**config.mk**
```make
export PLATFORM = sky130hd
export DESIGN_NAME = counter_seq_ctrl
export DESIGN_NICKNAME = d
export VERILOG_FILES = /design/src/rtl/counter_seq_ctrl.sv
export SDC_FILE = /design/constraint.sdc
export NUM_CORES = 1
export LEC_CHECK = 0
export CAP_MARGIN = 40
export CORE_UTILIZATION = 45
export DETAILED_ROUTE_END_ITERATION = 8
export PLACE_DENSITY = 0.72
export SYNTH_ARGS = -nofsm -noshare
export SYNTH_HDL_FRONTEND = slang
export SYNTH_SLANG_ARGS = --single-unit
```
**constraint.sdc**
```tcl
create_clock -name CLK -period 4.97 [get_ports CLK]
set_input_delay 0.994 -clock CLK [delete_from_list [all_inputs] [get_ports CLK]]
set_output_delay 0.994 -clock CLK [all_outputs]
set_load 0.1 [all_outputs]
```
**src/rtl/counter_seq_ctrl.sv**
```systemverilog
// Run-control sequencer for the 4-digit up/down counter: synchronizes the board
// buttons, drives load/direction/enable to the counter and times the terminal alarm.
module counter_seq_ctrl #(
   parameter int CMAX      = 20,
   parameter int ALARM_CYC = 25_000_000
) (
   input  logic       CLK,
   input  logic       RST,
   input  logic       btn_go,
   input  logic       btn_load,
   input  logic       sw_dir,
   input  logic [7:0] sw_data,
   input  logic [7:0] cnt_val,
   output logic       load,
   output logic [7:0] data_out,
   output logic       up_down,
   output logic       cnt_en,
   output logic       alarm,
   output logic [2:0] state_o
);

   localparam int TW = $clog2(ALARM_CYC + 1);

   localparam logic [2:0] IDLE  = 3'd0;
   localparam logic [2:0] LOAD  = 3'd1;
   localparam logic [2:0] RUN   = 3'd2;
   localparam logic [2:0] PAUSE = 3'd3;
   localparam logic [2:0] DONE  = 3'd4;

   localparam logic [7:0]    TOP    = 8'(CMAX - 1);
   localparam logic [8:0]    LIMIT  = 9'(CMAX);
   localparam logic [TW-1:0] T_LAST = TW'(ALARM_CYC - 1);

   logic          r_go_s1, r_go_s2, r_go_s3;
   logic          r_ld_s1, r_ld_s2, r_ld_s3;
   logic [2:0]    r_state;
   logic [TW-1:0] r_timer;
   logic          r_load, r_up_down, r_cnt_en, r_alarm;
   logic [7:0]    r_data_out;

   logic          w_go_pulse, w_ld_pulse;
   logic          w_term;
   logic [7:0]    w_sat;
   logic [2:0]    w_next;
   logic          w_up_down;

   assign w_go_pulse = r_go_s2 & ~r_go_s3;
   assign w_ld_pulse = r_ld_s2 & ~r_ld_s3;

   // An out-of-range count is terminal in either direction so a corrupt value stops the run.
   assign w_term = ({1'b0, cnt_val} >= LIMIT) |
                   (r_up_down ? (cnt_val == 8'd0) : (cnt_val == TOP));

   assign w_sat = (sw_data > TOP) ? TOP : sw_data;

   always_comb begin
      w_next = r_state;
      case (r_state)
         IDLE: begin
            if (w_ld_pulse)      w_next = LOAD;
            else if (w_go_pulse) w_next = RUN;
         end
         LOAD: w_next = IDLE;
         RUN: begin
            if (w_term)          w_next = DONE;
            else if (w_go_pulse) w_next = PAUSE;
         end
         PAUSE: begin
            if (w_ld_pulse)      w_next = LOAD;
            else if (w_go_pulse) w_next = RUN;
         end
         DONE: begin
            if (w_go_pulse || (r_timer == T_LAST)) w_next = IDLE;
         end
         default: w_next = IDLE;
      endcase
   end

   // Direction is captured only on entry to RUN; IDLE forces it low.
   always_comb begin
      w_up_down = r_up_down;
      if (w_next == IDLE)
         w_up_down = 1'b0;
      else if ((w_next == RUN) && (r_state != RUN))
         w_up_down = sw_dir;
   end

   always_ff @(posedge CLK) begin
      if (RST) begin
         r_go_s1    <= 1'b0;
         r_go_s2    <= 1'b0;
         r_go_s3    <= 1'b0;
         r_ld_s1    <= 1'b0;
         r_ld_s2    <= 1'b0;
         r_ld_s3    <= 1'b0;
         r_state    <= IDLE;
         r_timer    <= '0;
         r_load     <= 1'b0;
         r_data_out <= '0;
         r_up_down  <= 1'b0;
         r_cnt_en   <= 1'b0;
         r_alarm    <= 1'b0;
      end else begin
         r_go_s1    <= btn_go;
         r_go_s2    <= r_go_s1;
         r_go_s3    <= r_go_s2;
         r_ld_s1    <= btn_load;
         r_ld_s2    <= r_ld_s1;
         r_ld_s3    <= r_ld_s2;
         r_state    <= w_next;
         r_timer    <= ((r_state == DONE) && (w_next == DONE)) ? r_timer + TW'(1) : '0;
         r_load     <= (w_next == LOAD);
         r_data_out <= (w_next == LOAD) ? w_sat : 8'd0;
         r_up_down  <= w_up_down;
         r_cnt_en   <= (w_next == RUN);
         r_alarm    <= (w_next == DONE);
      end
   end

   assign load     = r_load;
   assign data_out = r_data_out;
   assign up_down  = r_up_down;
   assign cnt_en   = r_cnt_en;
   assign alarm    = r_alarm;
   assign state_o  = r_state;

endmodule
```
# After elaboration in Yosys (flattened, before gate mapping)
# Cells that the tools add are included.
word_totals:
  regBits: 46
  input_bits: 21
  output_inout_bits: 15
  elab_cells: 52
classes:
  add_sub_neg: 1
  magnitude_cmp: 2
  eq_ne: 9
  mux: 8
  n_bitwise: 7
  reduce_logical: 11
op_table:
  columns: ["op", "n"]
  rows:
  - ["$add 25x1->25 const B", 1]
  - ["$eq 25x25->1 const B", 1]
  - ["$mux 3", 5]
  - ["$eq 3x2->1 const B", 3]
  - ["$pmux 3 s3", 1]
  - ["$eq 8x5->1 const B", 1]
  - ["$ge 8x5->1 const B", 1]
  - ["$gt 8x5->1 const B", 1]
  - ["$logic_not 8->1", 1]
  - ["$reduce_or 2->1", 4]
  - ["$eq 3x3->1 const B", 2]
  - ["$logic_not 3->1", 2]
  - ["$mux 5", 1]
  - ["$not 1->1", 4]
  - ["$eq 3x1->1 const B", 1]
  - ["$ne 3x2->1 const B", 1]
  - ["$reduce_or 3->1", 1]
  - ["$and 1x1->1", 2]
  - ["$logic_and 1x1->1", 2]
  - ["$logic_or 1x1->1", 1]
  - ["$mux 1", 1]
  - ["$or 1x1->1", 1]

# Longest topological paths before layout
# Gate-level depths: netlist of the first run.
logic_depth:
  ltp_word: 9
  ltp_mapped: 7

# Worst setup path before layout of the first run
# Ideal clock, no wire load.
synth_path:
  path_kind: "flip-flop to flip-flop"
  start: "register r_state[1] (netlist: state_o[1])"
  end: "register r_cnt_en (netlist: cnt_en)"
  setup_ns: 0.117
  t_arrival_ns: 2.280
  path_slack_ns: 2.573
  stages_incl_launch_ff: 5
  n_path_buf: 0
  synth_period_minus_slack_ns: 2.397
  cell_sequence: "dfxtp_1 or3b_1 a211o_1 or3_1 and4b_1"
synth_via:
  elab_chain_cells: 4
  word_cells_on_any_way: 12
  cone_classes: "eq/ne: 4; mux: 6; reduce/logical: 2"
synth_rtl:
  columns: ["item", "line_no", "text"]
  rows:
  - ["from (decl)", "36", "logic [2:0] r_state;"]
  - ["from (signal assigned)", "110", "r_state <= w_next;"]
  - ["$eq 3x2->1, or another cell as far along", "58", "case (r_state)"]
  - ["$reduce_or 2->1 (no line), or another cell as far along", null, null]
  - ["$pmux 3 s3 (*)", "58", null]
  - ["$eq 3x2->1 (*)", "115", "r_cnt_en <= (w_next == RUN);"]
  - ["to (signal assigned)", "115", null]
  - ["to (decl)", "38", "logic r_load, r_up_down, r_cnt_en, r_alarm;"]
# Every way passes the cells marked *; elsewhere a longest branch is shown, timed or not.
# A chain may end at the register's enable or synchronous reset.

# Worst setup path in the final report of the first run
layout_path:
  start: "input RST"
  end: "register r_up_down (netlist: up_down)"
layout_via:
  elab_chain_cells: 1
layout_rtl:
  columns: ["item", "line_no", "text"]
  rows:
  - ["from (decl)", "8", "input logic RST,"]
  - ["$reduce_or 2->1 (no line)", null, null]
  - ["to (signal assigned)", "114", "r_up_down <= w_up_down;"]
  - ["to (decl)", "38", null]
# Every way passes these cells.

==> results of run 1 <==
-- cells in the mapped netlist (all sizes together) (3+ instances only) --
cell    count
o31ai       8
xnor2       9
dfxtp      46
or4         6
xor2        6
nor2       23
nor4b       3
inv         4
clkbuf      4
nand3       8
or3         6
nor3       10
and2        3
nor2b       8
buf         3
nand4       8
nor4        4
and4        5
nand2      10
a21oi      11
o21ai       6
-- layer usage --
layer,share of wire,wire (um),track usage,up-vias
met5,0,0,0,-
met2,0.50,1990,0.324,37
met3,0.038,153,0.0507,6
met1,0.45,1810,0.234,767
met4,0.016,65,0.0878,0
li1,-,-,-,864
-- state kept, by name (all words and copies together) (netlist names) --
register / flops
alarm: 1
data_out: 8
state_o: 3
r_ld_s3: 1
r_go_s1: 1
r_timer: 25
up_down: 1
r_go_s2: 1
r_go_s3: 1
r_ld_s2: 1
cnt_en: 1
load: 1
r_ld_s1: 1
-- power by group --
group          leakage (nW)  switching (mW)  internal [mW]  total (mW)
combinational         0.469          0.0420         0.0349      0.0769
clock                0.0383           0.114         0.0969       0.211
sequential            0.373         0.00311          0.374       0.377
-- kinds of logic after synthesis --
group	after synthesis	share of synthesized area
XOR/XNOR	15	0.0677
AND/OR/NAND/NOR	102	0.308
other	1	0.00193
flip-flops	46	0.474
buffers and inverters	11	0.0219
multiplexers	1	0.00515
AO/OA/AOI/OAI	34	0.115
adder cells (fa/ha/maj)	1	0.00644
-- worst max-delay path: stages --
cell and delay (ps):
clkdlybuf4s50_1 660, nor4b_1 340, nand2_1 110, a31o_2 410
a211oi_1 250
-- final cells by class --
cell class | count | area [um^2]
tap | 50 | 62.6
fill | 330 | 1420
timing repair buffer | 50 | 576
multi-input combinational | 156 | 986
clock buffer | 7 | 76.3
inverter | 4 | 15.0
sequential | 46 | 921
-- metrics by stage --
| step | hold slack (ps) | cells | setup slack [ps] |
|---|---|---|---|
| 2_1_floorplan | 414 | 213 | 2570 |
| 3_3_place_gp | 419 | 291 | 2140 |
| 3_5_place_dp | 426 | 306 | 2090 |
| 4_1_cts | 444 | 313 | 2390 |
| 5_1_grt | 455 | 313 | 2180 |
| 6_report | 441 | 313 | 2400 |
-- worst min-delay path by stage --
stage	start	end	slack, ps
detailed placement	r_go_s1$_SDFF_PP0_	r_go_s2$_SDFF_PP0_	430
CTS	r_go_s1$_SDFF_PP0_	r_go_s2$_SDFF_PP0_	440
global placement	r_ld_s1$_SDFF_PP0_	r_ld_s2$_SDFF_PP0_	420
global route	r_go_s1$_SDFF_PP0_	r_go_s2$_SDFF_PP0_	460
finish	r_go_s1$_SDFF_PP0_	r_go_s2$_SDFF_PP0_	440
floorplan	r_go_s1$_SDFF_PP0_	r_go_s2$_SDFF_PP0_	410
==> run metrics, run 1 <==
status completed; Synth area leaders dfxtp_1, nor2_1, xnor2_1; CTS tree yes; post-CTS setup buffer count 0; CTS Hold Bufs 0; DRT Pass-1 Iters 4; Synth Cell Area 1940 um^2; post-layout util 0.650; Cell Pwr Density 252 nW/um^2; Vias/cell 5.35; post_cts resized 0; largest net degree at the start of global routing 28; required time worst endpoint 5180 ps; final wirelength 4020 um; leading area contributor after synthesis dfxtp_1; Yosys reg bits 46; share of the synthesized area in the top cell type 0.474; average size of a mapped cell 9.20 um^2; CTS sink cnt 46; Final Skew 2.39 ps; fraction of layout cells with a size suffix above 1 0.103; overall power 0.664 mW; row count 23; Placer Congestion 0.872; Hold WC Path Type register to register; Worst Path Max Fanout 27; initial DRC count 137; overall routing resource usage 0.195; LEAKAGE 0.880 nW; Fin Setup TNS 0 ps; die width 67.7 um; CTS clk-pin slew, worst paths 70 ps; antenna violations before repair 0; Inserted Clock Buffers 5; Cell Area, Placed 2560 um^2; RR Startpoint r_timer[0]$_SDFF_PP0_; DR DRC count 0; register area share after synthesis 0.474; H-tree depth 2; vias 1674; Post-synth EDFFs 0; max-cap violation count 0; Yosys warning total 0; diodes inserted 0; minimum clock period 2570 ps; Distinct cells, synth 43; Slew HR 0.628; Mapped Cells 211; Worst setup EP type register; fin. max-slew vios 0; hold path depth 1; I/O Buffers 35; worst-skew pair later-pin latency 290 ps; die outline height 67.7 um; CP Class primary input to register; actual slew at the worst max-slew pin 558 ps; final setup fails 0; Ports 36; Final Hold Fails 0; final critical-path share of the clock period 0.516; Die Area 4580 um^2; detailed-placement wirelength estimate 2900 um; most frequent cells in the layout dfxtp_1, clkdlybuf4s50_1, nor2_1, buf_8, a21oi_1; first-pass GRT wire length 6640 um; Primary FF master, synth dfxtp_1; Register-to-Register Path Depth 5; GRT overflow 0; Critical Path AT 2780 ps; CP startpoint RST; vias in the first global route 1489; CP startpoint kind primary input; maximum VDD drop 0.205 mV; Worst Setup EP up_down$_SDFFE_PP0P_; Peak Freq 390 MHz; maximum clock path buffer count 2; commonest non-fill, non-tap cell in the layout dfxtp_1; Worst R2R End r_timer[24]$_SDFF_PP0_; Nets 285; reg-to-reg slack, setup 2950 ps; initial core utilization 0.479; Async S/R FF share, synth 0; post-route cell area 2640 um^2; WL per Instance 12.8 um; RSZ-0062 raised after global routing false; Syn-to-layout area delta 35.8%; antenna-violating nets left 0; Core Area 4060 um^2; Root Buffer clkbuf_8
No activity file was read; power rests on OpenSTA's default activity.
==> run 2: changes to the inputs <==
- PLACE_DENSITY: 0.72 -> 0.75
- clock period: 4.97 -> 2.25 ns (I/O delays scaled with it)
==> run 2 against run 1 <==
  * Setup slack got worse by 2200 ps
  * Design area decreased by 7.8%
  * Clock skew barely moved
  * Routed wire length decreased by 6.9%
  * Non-clock buffer count is 12 lower
  * Count of clock-buffer cells in the layout decreased by 2
  * Critical path depth is the same
  * Combinational power rose by 86%
  * First-iteration DRC count down 60%
  * Largest power group unchanged
  * Highest routed layer unchanged
==> run metrics, run 2 (synthesis gave the netlist of run 1 again) <==
status completed (unchanged); largest net degree at the start of global routing 15 (was 28); I/O Buffers 35 (unchanged); Worst Path Max Fanout 8 (was 27); CTS sink cnt 46 (unchanged); row count 23 (unchanged); commonest non-fill, non-tap cell in the layout dfxtp_1 (unchanged); Final Hold Fails 0 (unchanged); Inserted Clock Buffers 5 (unchanged); Vias/cell 5.32 (was 5.35); final critical-path share of the clock period 0.899; WL per Instance 12.4 um (was 12.8 um); Hold Slack 444 ps (was 441 ps); vias 1606 (was 1674); DRT Pass-1 Iters 4 (unchanged); post_cts resized 0 (unchanged); Placer Congestion 0.807 (was 0.872); most frequent cells in the layout dfxtp_1, nor2_1, clkdlybuf4s50_1, buf_4, a21oi_1 (was dfxtp_1, clkdlybuf4s50_1, nor2_1, buf_8, a21oi_1); Core Area 4060 um^2 (unchanged); Cell Pwr Density 645 nW/um^2 (was 252 nW/um^2); Largest register FFs 25 (unchanged); minimum clock period 2020 ps; RSZ-0062 raised after global routing false (unchanged); Biggest register r_timer (unchanged); post-CTS setup buffer count 0 (unchanged); CTS tree yes (unchanged); Peak Freq 494 MHz; Die Area 4580 um^2 (unchanged); final wirelength 3750 um (was 4020 um); vias in the first global route 1391 (was 1489); Hold WC Path Type register to register (unchanged); initial DRC count 55 (was 137); first-pass GRT wire length 6090 um (was 6640 um); diodes inserted 0 (unchanged); die outline height 67.7 um (unchanged); Root Buffer clkbuf_8 (unchanged); Nets 273 (was 285); antenna-violating nets left 0 (unchanged); CP Class register to register (was primary input to register); CP startpoint kind register (was primary input); maximum clock path buffer count 2 (unchanged); fin. max-slew vios 0 (unchanged); GRT overflow 0 (unchanged); Ports 36 (unchanged); Critical Path AT 2250 ps (was 2780 ps); DR DRC count 0 (unchanged); maximum VDD drop 0.359 mV (was 0.205 mV); detailed-placement wirelength estimate 2740 um (was 2900 um); Fin Setup TNS 0 ps (unchanged); initial core utilization 0.479 (unchanged); max-cap violation count 0 (unchanged); final setup fails 0 (unchanged); Final Skew 2.79 ps (was 2.39 ps); CTS clk-pin slew, worst paths 80 ps (was 70 ps); worst-skew pair later-pin latency 290 ps (about the same); antenna violations before repair 0 (unchanged); fraction of layout cells with a size suffix above 1 0.135 (was 0.103); LEAKAGE 0.831 nW (was 0.880 nW); CTS Hold Bufs 0 (unchanged); Worst setup EP type register (unchanged); Syn-to-layout area delta 25.1% (was 35.8%); H-tree depth 2 (unchanged); required time worst endpoint 2480 ps (was 5180 ps); overall routing resource usage 0.180 (was 0.195); die width 67.7 um (unchanged)
-- run 2: cell types whose count changed in the layout (fill, tap and decap cells not counted), sizes merged --
cell           delta
clkdlybuf4s50    -15
buf               +3
clkbuf            -2
bufinv            +1
clkinv            +2
-- run 2: through the flow --
stage                      util  total power, mW  area, um^2  cells  setup slack, ps
after floorplan               -            0.937        1950    213             86.2
after global placement    0.572            0.994        2320    294              126
after detailed placement  0.572            0.996        2320    294              102
after CTS                 0.599             1.59        2430    302              241
after global routing      0.599             1.63        2430    302             92.7
final                     0.599             1.57        2430    302              228
-- run 2: final cells by class --
class                      instances  area (um^2)
sequential                        46          922
timing repair buffer              38          335
fill                             364         1630
multi-input combinational        156          986
tap                               50         62.6
clock inverter                     3         40.0
clock buffer                       5         68.8
inverter                           4         15.0
-- run 2: where the power goes --
group	switching (mW)	leakage [nW]	internal, mW
Sequential	0.00675	0.374	0.826
Clock	0.266	0.0579	0.327
Combinational	0.0873	0.400	0.0559
-- run 2: path summary, 6_finish.rpt --
check                                            from                     end  slack (ps)  depth (start not counted)
worst max-delay path            r_timer[0]$_SDFF_PP0_  r_timer[24]$_SDFF_PP0_         230                          5
worst min-delay path               r_go_s1$_SDFF_PP0_      r_go_s2$_SDFF_PP0_         440                          1
worst max register to register  r_timer[0]$_SDFF_PP0_  r_timer[24]$_SDFF_PP0_         230                          5
worst min register to register     r_go_s1$_SDFF_PP0_      r_go_s2$_SDFF_PP0_         440                          1
-- run 2: metal layers --
metal | vias to the layer above | track usage | wire length, um
li1 | 843 | - | -
met1 | 729 | 0.235 | 1840
met2 | 26 | 0.271 | 1700
met3 | 8 | 0.0439 | 124
met4 | 0 | 0.0957 | 76
met5 | - | 0 | 0
-- run 2: worst max-delay path, stage by stage, from the launching register on --
cell and delay, ps:
dfxtp_1 380, ha_1 270, nand4_4 150, or3_1 470, or4_1 540, a21oi_1 150
